File: src/rtl/ofdm_pkg.sv
// Shared constants for the OFDM datapath: sample width, delay-line depth
// defaults and the cyclic-prefix / symbol lengths used as dly_len codes
// (a dly_len code is the wanted delay minus one).
package ofdm_pkg;

   localparam int SAMPLE_W = 32;   // complex sample, 16b I + 16b Q
   localparam int DLY_D    = 64;   // delay-line depth, power of two
   localparam int DLY_B    = 6;    // log2(DLY_D)

   // dly_len codes for common OFDM alignments
   localparam logic [DLY_B-1:0] CP_LEN_4   = 6'd3;
   localparam logic [DLY_B-1:0] CP_LEN_8   = 6'd7;
   localparam logic [DLY_B-1:0] CP_LEN_16  = 6'd15;
   localparam logic [DLY_B-1:0] SYM_LEN_64 = 6'd63;

endpackage

File: src/rtl/delay_ram.sv
// Purpose  : WIDTH x D sample store, synchronous write, asynchronous read, no reset.
// Latency  : write visible from the cycle after the edge; read is combinational.
// Backpress: none, one write per cycle when we_i is high.
// Ports    : clk; we_i/wr_adr_i/wr_dat_i write port; rd_adr_i/rd_dat_o read port.
module delay_ram
   import ofdm_pkg::*;
#(
   parameter int WIDTH = SAMPLE_W,
   parameter int D     = DLY_D,
   parameter int B     = DLY_B
) (
   input  logic             clk,
   input  logic             we_i,
   input  logic [B-1:0]     wr_adr_i,
   input  logic [WIDTH-1:0] wr_dat_i,
   input  logic [B-1:0]     rd_adr_i,
   output logic [WIDTH-1:0] rd_dat_o
);

   logic [WIDTH-1:0] mem_q [D];

   always_ff @(posedge clk) begin
      if (we_i) begin
         mem_q[wr_adr_i] <= wr_dat_i;
      end
   end

   // Read sees the pre-edge contents, so reading the slot being written
   // this cycle returns the old (oldest) sample.
   assign rd_dat_o = mem_q[rd_adr_i];

endmodule

File: src/rtl/delay_line_prog.sv
// Purpose  : runtime-programmable delay line, delay L = dly_len+1 in 1..D enabled samples.
// Latency  : dat_out shows the sample written L enabled samples earlier; ena=0 cycles hold the line.
// Backpress: none; full-rate in/out, output gated to zero until L valid samples are held.
// Ports    : clk, rst (async high); ena sample strobe; clr flush; ld/dly_len length load;
//            dat_in sample in; dat_out/out_vld delayed sample; fill_cnt valid samples held (sat. D).
module delay_line_prog
   import ofdm_pkg::*;
#(
   parameter int WIDTH = SAMPLE_W,
   parameter int D     = DLY_D,    // must be a power of two
   parameter int B     = DLY_B     // log2(D)
) (
   input  logic             clk,
   input  logic             rst,
   input  logic             ena,
   input  logic             clr,
   input  logic             ld,
   input  logic [B-1:0]     dly_len,
   input  logic [WIDTH-1:0] dat_in,
   output logic [WIDTH-1:0] dat_out,
   output logic             out_vld,
   output logic [B:0]       fill_cnt
);

   localparam logic [B:0] FILL_MAX = (B+1)'(D);

   logic [B-1:0]     wr_ptr_q, wr_ptr_d;
   logic [B-1:0]     len_q, len_d;
   logic [B:0]       fill_q, fill_d;
   logic [B-1:0]     rd_adr;
   logic             we;
   logic [WIDTH-1:0] ram_dat;

   // A flush suppresses the write so the sample presented with clr is dropped.
   assign we = ena & ~clr;

   // Oldest wanted sample sits L slots behind the write pointer; B-bit wrap
   // makes L=D land on wr_ptr itself (read-before-write of the oldest slot).
   assign rd_adr = wr_ptr_q - len_q - B'(1);

   assign out_vld  = (fill_q >= ({1'b0, len_q} + (B+1)'(1)));
   assign dat_out  = out_vld ? ram_dat : '0;
   assign fill_cnt = fill_q;

   delay_ram #(
      .WIDTH (WIDTH),
      .D     (D),
      .B     (B)
   ) u_ram (
      .clk      (clk),
      .we_i     (we),
      .wr_adr_i (wr_ptr_q),
      .wr_dat_i (dat_in),
      .rd_adr_i (rd_adr),
      .rd_dat_o (ram_dat)
   );

   always_comb begin
      wr_ptr_d = wr_ptr_q;
      fill_d   = fill_q;
      len_d    = ld ? dly_len : len_q;

      if (clr) begin
         // Flush wins over ld for the fill state; the length still loads.
         wr_ptr_d = '0;
         fill_d   = '0;
      end else begin
         if (ena) begin
            wr_ptr_d = wr_ptr_q + B'(1);
         end
         if (ld) begin
            // Restart the fill so no sample older than the new length's
            // history is ever presented as valid.
            fill_d = ena ? (B+1)'(1) : '0;
         end else if (ena && (fill_q != FILL_MAX)) begin
            fill_d = fill_q + (B+1)'(1);
         end
      end
   end

   always_ff @(posedge clk or posedge rst) begin
      if (rst) begin
         wr_ptr_q <= '0;
         fill_q   <= '0;
         len_q    <= B'(D-1);   // delay D after reset
      end else begin
         wr_ptr_q <= wr_ptr_d;
         fill_q   <= fill_d;
         len_q    <= len_d;
      end
   end

endmodule

File: config.mk
export PLATFORM = sky130hd
export DESIGN_NAME = delay_line_prog
export DESIGN_NICKNAME = d
export VERILOG_FILES = /design/src/rtl/ofdm_pkg.sv /design/src/rtl/delay_ram.sv /design/src/rtl/delay_line_prog.sv
export SDC_FILE = /design/constraint.sdc
export NUM_CORES = 2
export LEC_CHECK = 0
export CAP_MARGIN = 20
export CORE_MARGIN = 2
export CORE_UTILIZATION = 40
export CTS_CLUSTER_DIAMETER = 60
export CTS_CLUSTER_SIZE = 12
export DETAILED_ROUTE_END_ITERATION = 10
export PLACE_DENSITY = 0.69
export REMOVE_ABC_BUFFERS = 1
export SYNTH_ARGS = -nofsm -noshare
export SYNTH_HDL_FRONTEND = slang
export SYNTH_HIERARCHICAL = 1
export SYNTH_SLANG_ARGS = --single-unit
File: constraint.sdc
create_clock -name clk -period 3.7 [get_ports clk]
set_clock_uncertainty 0.1 [all_clocks]
set_input_delay 0.74 -clock clk [delete_from_list [all_inputs] [get_ports clk]]
set_output_delay 0.74 -clock clk [all_outputs]
set_load 0.02 [all_outputs]
==> reports/qor.csv <==
metric,value,unit
Routed wire per std cell,28.9,um
Die Ht,450,um
Switching Share,24.8,%
Avg Inst Size Synth,22.9,um^2
Synth area leader,edfxtp_1,
core area,0.197,mm^2
worst min path class,input pin to flip-flop,
initial drt markers,4565,
hold path endpoint,u_ram/mem_q[38][17]$_DFFE_PP_,
"commonest cells after routing, fill and taps aside","edfxtp_1 (2,048), mux4_2 (544), buf_4 (280)",
Synth Register Bits,2067,
Clock Pin Slew Worst Setup and Hold Paths,0.06,ns
first-pass GRT wire length,281000,um
# DRC,0,
Boundary Pins,83,
worst setup path startpoint,len_q[0]$_DFFE_PP1P_,
period utilization,143,%
worst-margin pin slew,1.10,ns
post-DP HPWL,113000,um
RSZ-0062 raised after global routing,yes,
FF-to-FF path depth,4,
fmax,189,MHz
vias in the first global route,39900,
Buffers on Ports,82,
Post-Syn Area,0.0794,mm^2
Max Cap Viol,0,
Int Pwr,40.4,mW
crit path launch type,flip-flop,
Max Slew Vio Count,0,
worst vdd ir,0.382,mV
leading post-synthesis cells by cell area,"edfxtp_1 (77%), mux4_2 (15%), mux2i_1 (1.2%)",
main combinational cell family by area after synthesis,multiplexers,
mux share of post-synthesis cell area,16.6,%
detailed-router iteration count before antenna repair,7,
worst-skew pair later-pin latency,0.82,ns
Layout Utilization,48.7,%
"commonest non-fill, non-tap cell in the layout",edfxtp_1,
Psw,13.3,mW
final setup margin,-1.60,ns
Crit Path Max Fanout,8,
Reg area,0.0620,mm^2
hold_ws,0.109,ns
die width,450,um
Routability Congestion,0.793,
Area after DPL,0.0879,mm^2
# setup viols final,33,
TritonCTS buffer count,191,
combinational power share,19.7,%
critical path required time,2.86,ns
initial antenna violation count,11,
CTS tree,done,
top cell type's share of synthesized area,77.5,%
CTS max path bufs,3,
Worst EP arrival,4.46,ns
post-route ant nets,0,
failing checks,setup timing,
Clock Power Share,32.3,%
Flop pwr share,48.0,%
number of flops mapped to enable cells by yosys,2048,
"Top FF cell, synth",edfxtp_1,
Synth Area in Simple Gates,1.79,%
Slew HR,26.5,%
Area growth syn-to-layout,21.0,%
Finished Cell Area,0.0960,mm^2
initial core utilization,40.3,%
Lkg Pwr,30.5,nW
pre-CTS setup slack,-1.51,ns
hold path depth,1,
worst r2r src,wr_ptr_q[4]$_DFFE_PP0P_,
flop2flop setup slack,1.17,ns
adder-cell share of the synthesized area,0.277,%
Hold Buf Count CTS,0,
die footprint,0.202,mm^2
Multi-input gate area,0.0183,mm^2
# clock sinks,2067,
Crit. End Element,output pin,
synthesized instance count,3466,
aggregate routed wire length,195000,um
Hold Startpoint,dat_in[17],
Total GRT Usage,19.0,%
layout cells sized above 1,38.6,%
Fin. Hold Viols,0,
Setup TNS,-49.06,ns
Tmin final,5.30,ns
Yosys warnings,6,
Fillers,15300,
vias post-DR,39000,
share of synthesized registers carrying an async set or reset,0.919,%
clk root buf,clkbuf_16,
largest net degree at the start of global routing,65,
Worst R2R End,u_ram/mem_q[44][3]$_DFFE_PP_,
Synth Area in Compound Gates,1.85,%
total gr overflow,0,
Post-Synth XOR/XNOR Area,0.188,%
outcome,finished with violations,
"Seq/Total Area, Yosys",78.1,%
Setup CP Type,flip-flop to output pin,
Row Count,163,
Synth cell types,48,
PwrDens,559,mW/mm^2
# nets final,4121,
Vias/cell,5.79,
CTS H-tree lvls,4,
flip-flops by register name, indices dropped and copies added (netlist names):
signal,cells
fill_cnt,7
len_q,6
u_ram/mem_q,2048
wr_ptr_q,6
stage by stage:
step / power, mW / instances
2_1_floorplan: 32.5 / 3277
3_3_place_gp: 35.1 / 6421
3_5_place_dp: 35.1 / 6421
4_1_cts: 53.6 / 6692
5_1_grt: 55.3 / 6737
6_report: 53.7 / 6740
layer usage:
metal	track usage, %	up-vias	routed length, um
li1	-	15900	-
met1	24.9	21100	75500
met2	32.7	1739	100000
met3	2.93	298	13700
met4	5.96	8	5340
met5	0	-	51
logic make-up (layout without fill, tap and decap cells):
logic type / after synthesis / after routing
other: 0 / 5
xor gates and xnor gates: 17 / 17
muxes: 640 / 640
buffers and inverters: 200 / 829
DFF: 2067 / 2067
and+or+nand+nor: 296 / 296
adders and majority gates: 17 / 17
AOI/OAI and AO/OA: 229 / 229
worst max-delay path by stage:
| stage | to | slack, ns |
|---|---|---|
| 2_1_floorplan | dat_out[29] | -19.98 |
| 3_3_place_gp | dat_out[8] | -1.53 |
| 3_5_place_dp | dat_out[8] | -1.51 |
| 4_1_cts | dat_out[9] | -1.83 |
| 5_1_grt | dat_out[29] | -1.68 |
| 6_report | dat_out[29] | -1.60 |
power groups by stage:
stage | combinational [mW] | clock (mW) | sequential (mW)
finish | 10.6 | 17.4 | 25.8
global route | 11.0 | 18.5 | 25.8
CTS | 10.2 | 17.6 | 25.8
detailed placement | 8.83 | 0 | 26.3
global placement | 8.77 | 0 | 26.3
floorplan | 6.19 | 0 | 26.3
timing repair:
item / 4_1_cts / 5_1_grt
gates resized for setup: 377 / 125
pin swaps: 54 / 52
cloned: 16 / 6
endpoints found under the hold margin: 0 / 0
buffers inserted: 47 / 39
setup endpoints to repair: 33 / 33
Yosys cell counts, types with 21 or more instances:
library cell and number:
nor2_1 150, nand2_1 37, a21oi_1 72, o22ai_1 84, mux4_2 544, o221ai_1 27
buf_1 21, buf_2 58, mux2i_1 95, buf_4 25, clkbuf_1 80, edfxtp_1 2048
nor2b_1 34
critical path, stage by stage, from the launching register on:
cell      delay, ns
dfstp_2        0.54
inv_2          0.05
ha_4           0.15
fa_4           0.86
buf_12         0.20
buf_6          0.20
mux4_2         0.50
o221ai_1       0.23
a21oi_1        0.15
a21oi_1        0.34
nor2_4         0.10
nor2b_4        0.16
buf_6          0.13
area by class of cell:
cell class,count,share of cell area (%)
Timing Repair Buffer,591,7.60
Multi-Input combinational cell,1199,19.0
Tap cell,2640,3.44
Clock buffer,208,5.04
Sequential cell,2067,64.5
Inverter,11,0.0430
Clock inverter,19,0.322
Antenna cell,5,0.0130
Note: power is estimated with default switching activity, not from simulation.
